<file path="config.mk">
export PLATFORM = sky130hd
export DESIGN_NAME = instruction_sequencer
export DESIGN_NICKNAME = d
export VERILOG_FILES = /design/src/rtl/instruction_sequencer_pkg.sv /design/src/rtl/instruction_sequencer.sv
export SDC_FILE = /design/constraint.sdc
export NUM_CORES = 1
export LEC_CHECK = 0
export ABC_AREA = 0
export BUFFER_PORTS_ARGS = -buffer_cell sky130_fd_sc_hd__buf_4
export CAP_MARGIN = 10
export CORE_MARGIN = 10
export CORE_UTILIZATION = 45
export DETAILED_ROUTE_END_ITERATION = 12
export MAX_ROUTING_LAYER = met4
export PLACE_DENSITY = 0.69
export SLEW_MARGIN = 40
export SYNTH_ARGS = -nofsm -noshare
export SYNTH_HDL_FRONTEND = slang
export SYNTH_SLANG_ARGS = --single-unit
export TNS_END_PERCENT = 20
</file>
<file path="constraint.sdc">
create_clock -name clk -period 1.9 [get_ports clk]
set_input_delay 0.285 -clock clk [delete_from_list [all_inputs] [get_ports clk]]
set_output_delay 0.285 -clock clk [all_outputs]
set_load 0.005 [all_outputs]
</file>
<file path="src/rtl/instruction_sequencer_pkg.sv">
// Shared definitions for the 3-bit CPU control unit.
//   seq_state_e  : sequencer states (exported on the debug port of the top)
//   IP_W         : instruction-pointer width
//   RET_W        : retired-instruction counter width
//   next_ip()    : candidate next ip with one extra bit, so running off the
//                  end of the program is visible instead of wrapping
package instruction_sequencer_pkg;

  localparam int IP_W          = 4;
  localparam int RET_W         = 8;
  localparam int PROG_LEN_DEF  = 16;
  localparam int MAX_INSTR_DEF = 255;

  typedef enum logic [2:0] {
    ST_IDLE  = 3'd0,
    ST_FETCH = 3'd1,
    ST_EXEC  = 3'd2,
    ST_WAIT  = 3'd3,
    ST_HALT  = 3'd4
  } seq_state_e;

  // Instructions are two 3-bit words wide, so sequential flow advances by 2.
  function automatic logic [IP_W:0] next_ip(input logic [IP_W-1:0] ip,
                                            input logic            taken,
                                            input logic [IP_W-1:0] target);
    return taken ? {1'b0, target} : ({1'b0, ip} + (IP_W + 1)'(2));
  endfunction

endpackage

</file>
<file path="src/rtl/instruction_sequencer.sv">
// instruction_sequencer: control unit for the 3-bit CPU.
// Steps instruction_fetch through the program, hands each fetched
// instruction to the execute unit and stops at program end, on a misaligned
// jump target, or when the retired-instruction budget is used up.
//
// Ports
//   clk, rst_n      clock, asynchronous active-low reset
//   start_i         begin a run from ip 0 (only honoured in IDLE/HALT)
//   exec_busy_i     execute unit still working on the current instruction
//   jump_taken_i    current instruction redirects ip (valid at completion)
//   jump_target_i   redirect target (valid with jump_taken_i)
//   instr_ptr_o     ip presented to instruction_fetch
//   halt_if_o       0 only in FETCH: fetch registers load on that edge
//   exec_valid_o    one-cycle pulse: fetched opcode/operand are new
//   running_o       1 in FETCH/EXEC/WAIT
//   done_o          1 in HALT
//   err_align_o     sticky: run halted on an odd jump target
//   err_timeout_o   sticky: run halted on the instruction budget
//   retired_o       instructions completed this run (saturating)
//   state_o         current FSM state (debug)
//
// Execute handshake: exec_valid_o marks the single cycle in which a new
// instruction is offered. From that cycle on the execute unit holds
// exec_busy_i high while it works; the first cycle with exec_busy_i low is
// the completion cycle, and jump_taken_i/jump_target_i are sampled on that
// same edge. exec_busy_i and the jump inputs are ignored in all other states.
module instruction_sequencer
  import instruction_sequencer_pkg::*;
#(
  parameter int PROG_LEN  = PROG_LEN_DEF,
  parameter int MAX_INSTR = MAX_INSTR_DEF
) (
  input  logic             clk,
  input  logic             rst_n,
  input  logic             start_i,
  input  logic             exec_busy_i,
  input  logic             jump_taken_i,
  input  logic [IP_W-1:0]  jump_target_i,
  output logic [IP_W-1:0]  instr_ptr_o,
  output logic             halt_if_o,
  output logic             exec_valid_o,
  output logic             running_o,
  output logic             done_o,
  output logic             err_align_o,
  output logic             err_timeout_o,
  output logic [RET_W-1:0] retired_o,
  output seq_state_e       state_o
);

  seq_state_e       state_q, state_d;
  logic [IP_W-1:0]  ip_q, ip_d;
  logic [RET_W-1:0] retired_q, retired_d;
  logic             err_align_q, err_align_d;
  logic             err_timeout_q, err_timeout_d;

  logic [IP_W:0]    nip;
  logic [RET_W-1:0] ret_inc;
  logic             complete;

  assign nip      = next_ip(ip_q, jump_taken_i, jump_target_i);
  assign ret_inc  = (retired_q == {RET_W{1'b1}}) ? retired_q : retired_q + RET_W'(1);
  assign complete = ((state_q == ST_EXEC) || (state_q == ST_WAIT)) && !exec_busy_i;

  always_ff @(posedge clk or negedge rst_n) begin
    if (!rst_n) begin
      state_q       <= ST_IDLE;
      ip_q          <= '0;
      retired_q     <= '0;
      err_align_q   <= 1'b0;
      err_timeout_q <= 1'b0;
    end else begin
      state_q       <= state_d;
      ip_q          <= ip_d;
      retired_q     <= retired_d;
      err_align_q   <= err_align_d;
      err_timeout_q <= err_timeout_d;
    end
  end

  always_comb begin
    state_d       = state_q;
    ip_d          = ip_q;
    retired_d     = retired_q;
    err_align_d   = err_align_q;
    err_timeout_d = err_timeout_q;

    case (state_q)
      ST_IDLE, ST_HALT: begin
        if (start_i) begin
          state_d       = ST_FETCH;
          ip_d          = '0;
          retired_d     = '0;
          err_align_d   = 1'b0;
          err_timeout_d = 1'b0;
        end
      end
      ST_FETCH: state_d = ST_EXEC;
      ST_EXEC:  if (exec_busy_i) state_d = ST_WAIT;
      ST_WAIT:  ;
      default:  state_d = ST_IDLE;
    endcase

    // Completion: misalignment wins over the budget, the budget over normal end.
    if (complete) begin
      retired_d = ret_inc;
      if (jump_taken_i && jump_target_i[0]) begin
        state_d     = ST_HALT;
        err_align_d = 1'b1;
      end else if (ret_inc == RET_W'(MAX_INSTR)) begin
        state_d       = ST_HALT;
        err_timeout_d = 1'b1;
        ip_d          = nip[IP_W-1:0];
      end else if (nip >= (IP_W + 1)'(PROG_LEN)) begin
        state_d = ST_HALT;
        ip_d    = nip[IP_W-1:0];
      end else begin
        state_d = ST_FETCH;
        ip_d    = nip[IP_W-1:0];
      end
    end
  end

  assign instr_ptr_o   = ip_q;
  assign halt_if_o     = (state_q != ST_FETCH);
  assign exec_valid_o  = (state_q == ST_EXEC);
  assign running_o     = (state_q == ST_FETCH) || (state_q == ST_EXEC) || (state_q == ST_WAIT);
  assign done_o        = (state_q == ST_HALT);
  assign err_align_o   = err_align_q;
  assign err_timeout_o = err_timeout_q;
  assign retired_o     = retired_q;
  assign state_o       = state_q;

endmodule

</file>
==> metrics.md <==
| Metric | Value |
|---|---|
| Detailed Place HPWL | 2210 um |
| Average cell area after synthesis | 9.21 um^2 |
| Dpl cell area | 1360 um^2 |
| GRT Residual Overflow | 0 |
| Fin crit share | 88.2% |
| Tmin final | 1680 ps |
| Initial core utilization | 48.5% |
| Vias per Instance | 5.98 |
| Worst Clk Skew | 5.64 ps |
| GRT Resource Usage Total | 12.5% |
| Number of global-route vias before repair | 1058 |
| Num CTS Buffers | 3 |
| Ranking of synthesized cells by area | dfrtp_1 39%, nor2_1 4.1%, nand2_1 3.7% |
| Cell Rows | 17 |
| Setup bufs post-CTS | 0 |
| Most common cell in the netlist | dfrtp_1 |
| Max Cap Violations | 0 |
| CTS resizes | 0 |
| Required @ worst endpoint | 2080 ps |
| Register area share after synthesis | 38.5% |
| R2r endpoint | retired_o[5] |
| Leak | 0.673 nW |
| Htree depth | 1 |
| Fin nets | 165 |
| Initial DRC count | 73 |
| Hold Path Class | input pin to register |
| Critical path's largest stage delay | 590 ps |
| Yosys warns | 0 |
| Synthesis-stage register bit count | 17 |
| Top_reg_cell synth | dfrtp_1 |
| I/O pins | 30 |
| Die Wd | 69.6 um |
| Largest net degree at the start of global routing | 18 |
| Async S/R FF share, synth | 100% |
| CTS max path bufs | 2 |
| Final setup fails | 0 |
| Fraction of layout cells with a size suffix above 1 | 30.1% |
| Crit-path cells | or3b_1, nor3_4, o211ai_1, o211a_1 |
| DIE AREA | 4840 um^2 |
| CTS clock-pin slew for the worst setup and hold paths | 100 ps |
| CP startpoint | state_o[2] |
| Internal | 0.905 mW |
| Count of final hold-check violations | 0 |
| Syn nets | 131 |
| WHS | 294 ps |
| Pwr per Cell Area | 1100 nW/um^2 |
| Pre-antenna DRT Iters | 4 |
| Share of power burned in registers | 38.9% |
| Max FO, Critical Path | 8 |
| Design area | 1390 um^2 |
| Status | completed |
| Top cells by count, synth | 17 x dfrtp_1, 12 x nor2_1, 11 x nand2_1 |
| Met3 WL | 135 um |
| Top Layer Used | met4 |
| Cell accounting for the most synthesized area | dfrtp_1 |
| RSZ-0062 raised after global routing | no |
| First-pass GRT wire length | 5060 um |
| Peak VDD IR | 0.815 mV |
| Worst r2r src | state_o[2] |
| Final worst slack | 224 ps |
| Post-route ant nets | 0 |
| Worst Path Arrival | 1860 ps |
| Capture point of the worst path | retired_o[5] |
| Sw Ratio | 41.0% |
| R2R depth | 4 |
| Post-DR wirelength/cell | 16.3 um |
| Setup WS pre-CTS | 268 ps |
| Worst-margin pin slew | 398 ps |
| Synth unique cells | 44 |
| CTS tree | done |
| Layout area overhead | 26.2% |
| Post-Synthesis Cells | 120 |
| Synthesized area | 1100 um^2 |
| Synth top area share | 38.5% |
| Crit. End Element | register |
| CP startpoint kind | register |
| Psw | 0.628 mW |
| EDFF count, synth | 0 |
| M1 WL | 1370 um |
| Met2 routed WL | 1440 um |
| Fmax | 597 MHz |
| Clock power share | 12.5% |
| Final setup TNS | 0 ps |
| Antenna violations before repair | 0 |
| Clock Latency Late Sink | 290 ps |
| Relative slew slack | 73.5% |
| Slowest-stage cell, CP | or3b_1 |
| Setup Crit Path Kind | register to register |
| CTS Sinks | 17 |
| CTS Root Cell | clkbuf_4 |
| Drc violations | 0 |
| PortBufs | 29 |
| Total Wirelength | 2960 um |
| Combinational share of power | 48.5% |
| Worst reg-to-reg setup slack | 220 ps |
| Fin. max-slew vios | 0 |
| Core area | 2280 um^2 |
| Routability cong. | 0.989 |
| N_diodes | 0 |
| Vias post-DR | 1083 |
| Die height | 69.6 um |
==> per-layer routing <==
| metal | global-route usage, % | vias up |
|---|---|---|
| met1 | 16.0 | 532 |
| met4 | 2.44 | 0 |
| li1 | - | 517 |
| met3 | 3.71 | 2 |
| met5 | - | - |
| met2 | 19.1 | 32 |
==> worst max-delay path: cells and delay by family, from the launching register on <==
family / cells / cell delay [ps]
compound gates: 2 / 250
flops: 1 / 470
simple gates: 2 / 840
==> registers in the layout, summed over array words and instances, names as in the netlist, named ones only <==
signal,flops
err_align_o,1
instr_ptr_o,3
err_timeout_o,1
state_o,3
retired_o,8
==> cell usage in the layout (no fill, tap or decap), types with 4 or more instances in the layout <==
| cell type | netlist | layout |
|---|---|---|
| a21oi_1 | 7 | 7 |
| buf_4 | 1 | 34 |
| dfrtp_1 | 17 | 17 |
| mux2i_1 | 4 | 4 |
| nand2_1 | 11 | 11 |
| nand3_1 | 6 | 6 |
| nand4_1 | 4 | 4 |
| nor2_1 | 12 | 12 |
| nor3_1 | 4 | 4 |
| o21ai_0 | 8 | 8 |
==> power by group through the flow <==
stage,registers (mW),logic [mW],clock network [mW]
detailed placement,0.598,0.744,0
global route,0.616,0.831,0.230
global placement,0.593,0.732,0
finish,0.597,0.744,0.192
floorplan,0.573,0.413,0
CTS,0.593,0.748,0.201
==> through the flow <==
stage               std cells  total power, mW  util, %
finish                    181             1.53     61.2
global placement          176             1.33     59.6
CTS                       181             1.54     61.2
floorplan                 120            0.986        -
detailed placement        176             1.34     59.6
global route              181             1.68     61.2
==> how the worst min path moves through the flow <==
stage | from | to | slack [ps] | depth (start not counted)
detailed placement | rst_n | retired_o[2] | 160 | 1
finish | exec_busy_i | state_o[1] | 290 | 3
global route | exec_busy_i | state_o[1] | 280 | 3
CTS | exec_busy_i | state_o[1] | 280 | 3
floorplan | rst_n | async pin | -10 | 0
global placement | rst_n | retired_o[2] | 160 | 1
==> kinds of logic after synthesis <==
| logic type | count (synthesis) | share of synthesized area [%] |
|---|---|---|
| multiplexers | 4 | 3.62 |
| adder cells (fa/ha/maj) | 2 | 2.26 |
| XOR/XNOR | 1 | 0.793 |
| buffers and inverters | 9 | 4.42 |
| AO/OA/AOI/OAI | 32 | 21.7 |
| flip-flops | 17 | 38.5 |
| AND/OR/NAND/NOR | 55 | 28.7 |
==> cell type report <==
class	count	area, um^2
inverter	3	11.3
timing repair buffer	35	265
sequential	17	425
tap	28	35.0
fill	204	882
multi-input combinational	94	631
clock buffer	4	26.3
==> what timing repair did <==
action | CTS | global route
endpoints found under the hold margin | 17 | 0
setup endpoints to repair | 0 | 0
hold buffers | 1 | 0
No activity file was read; power rests on OpenSTA's default activity.
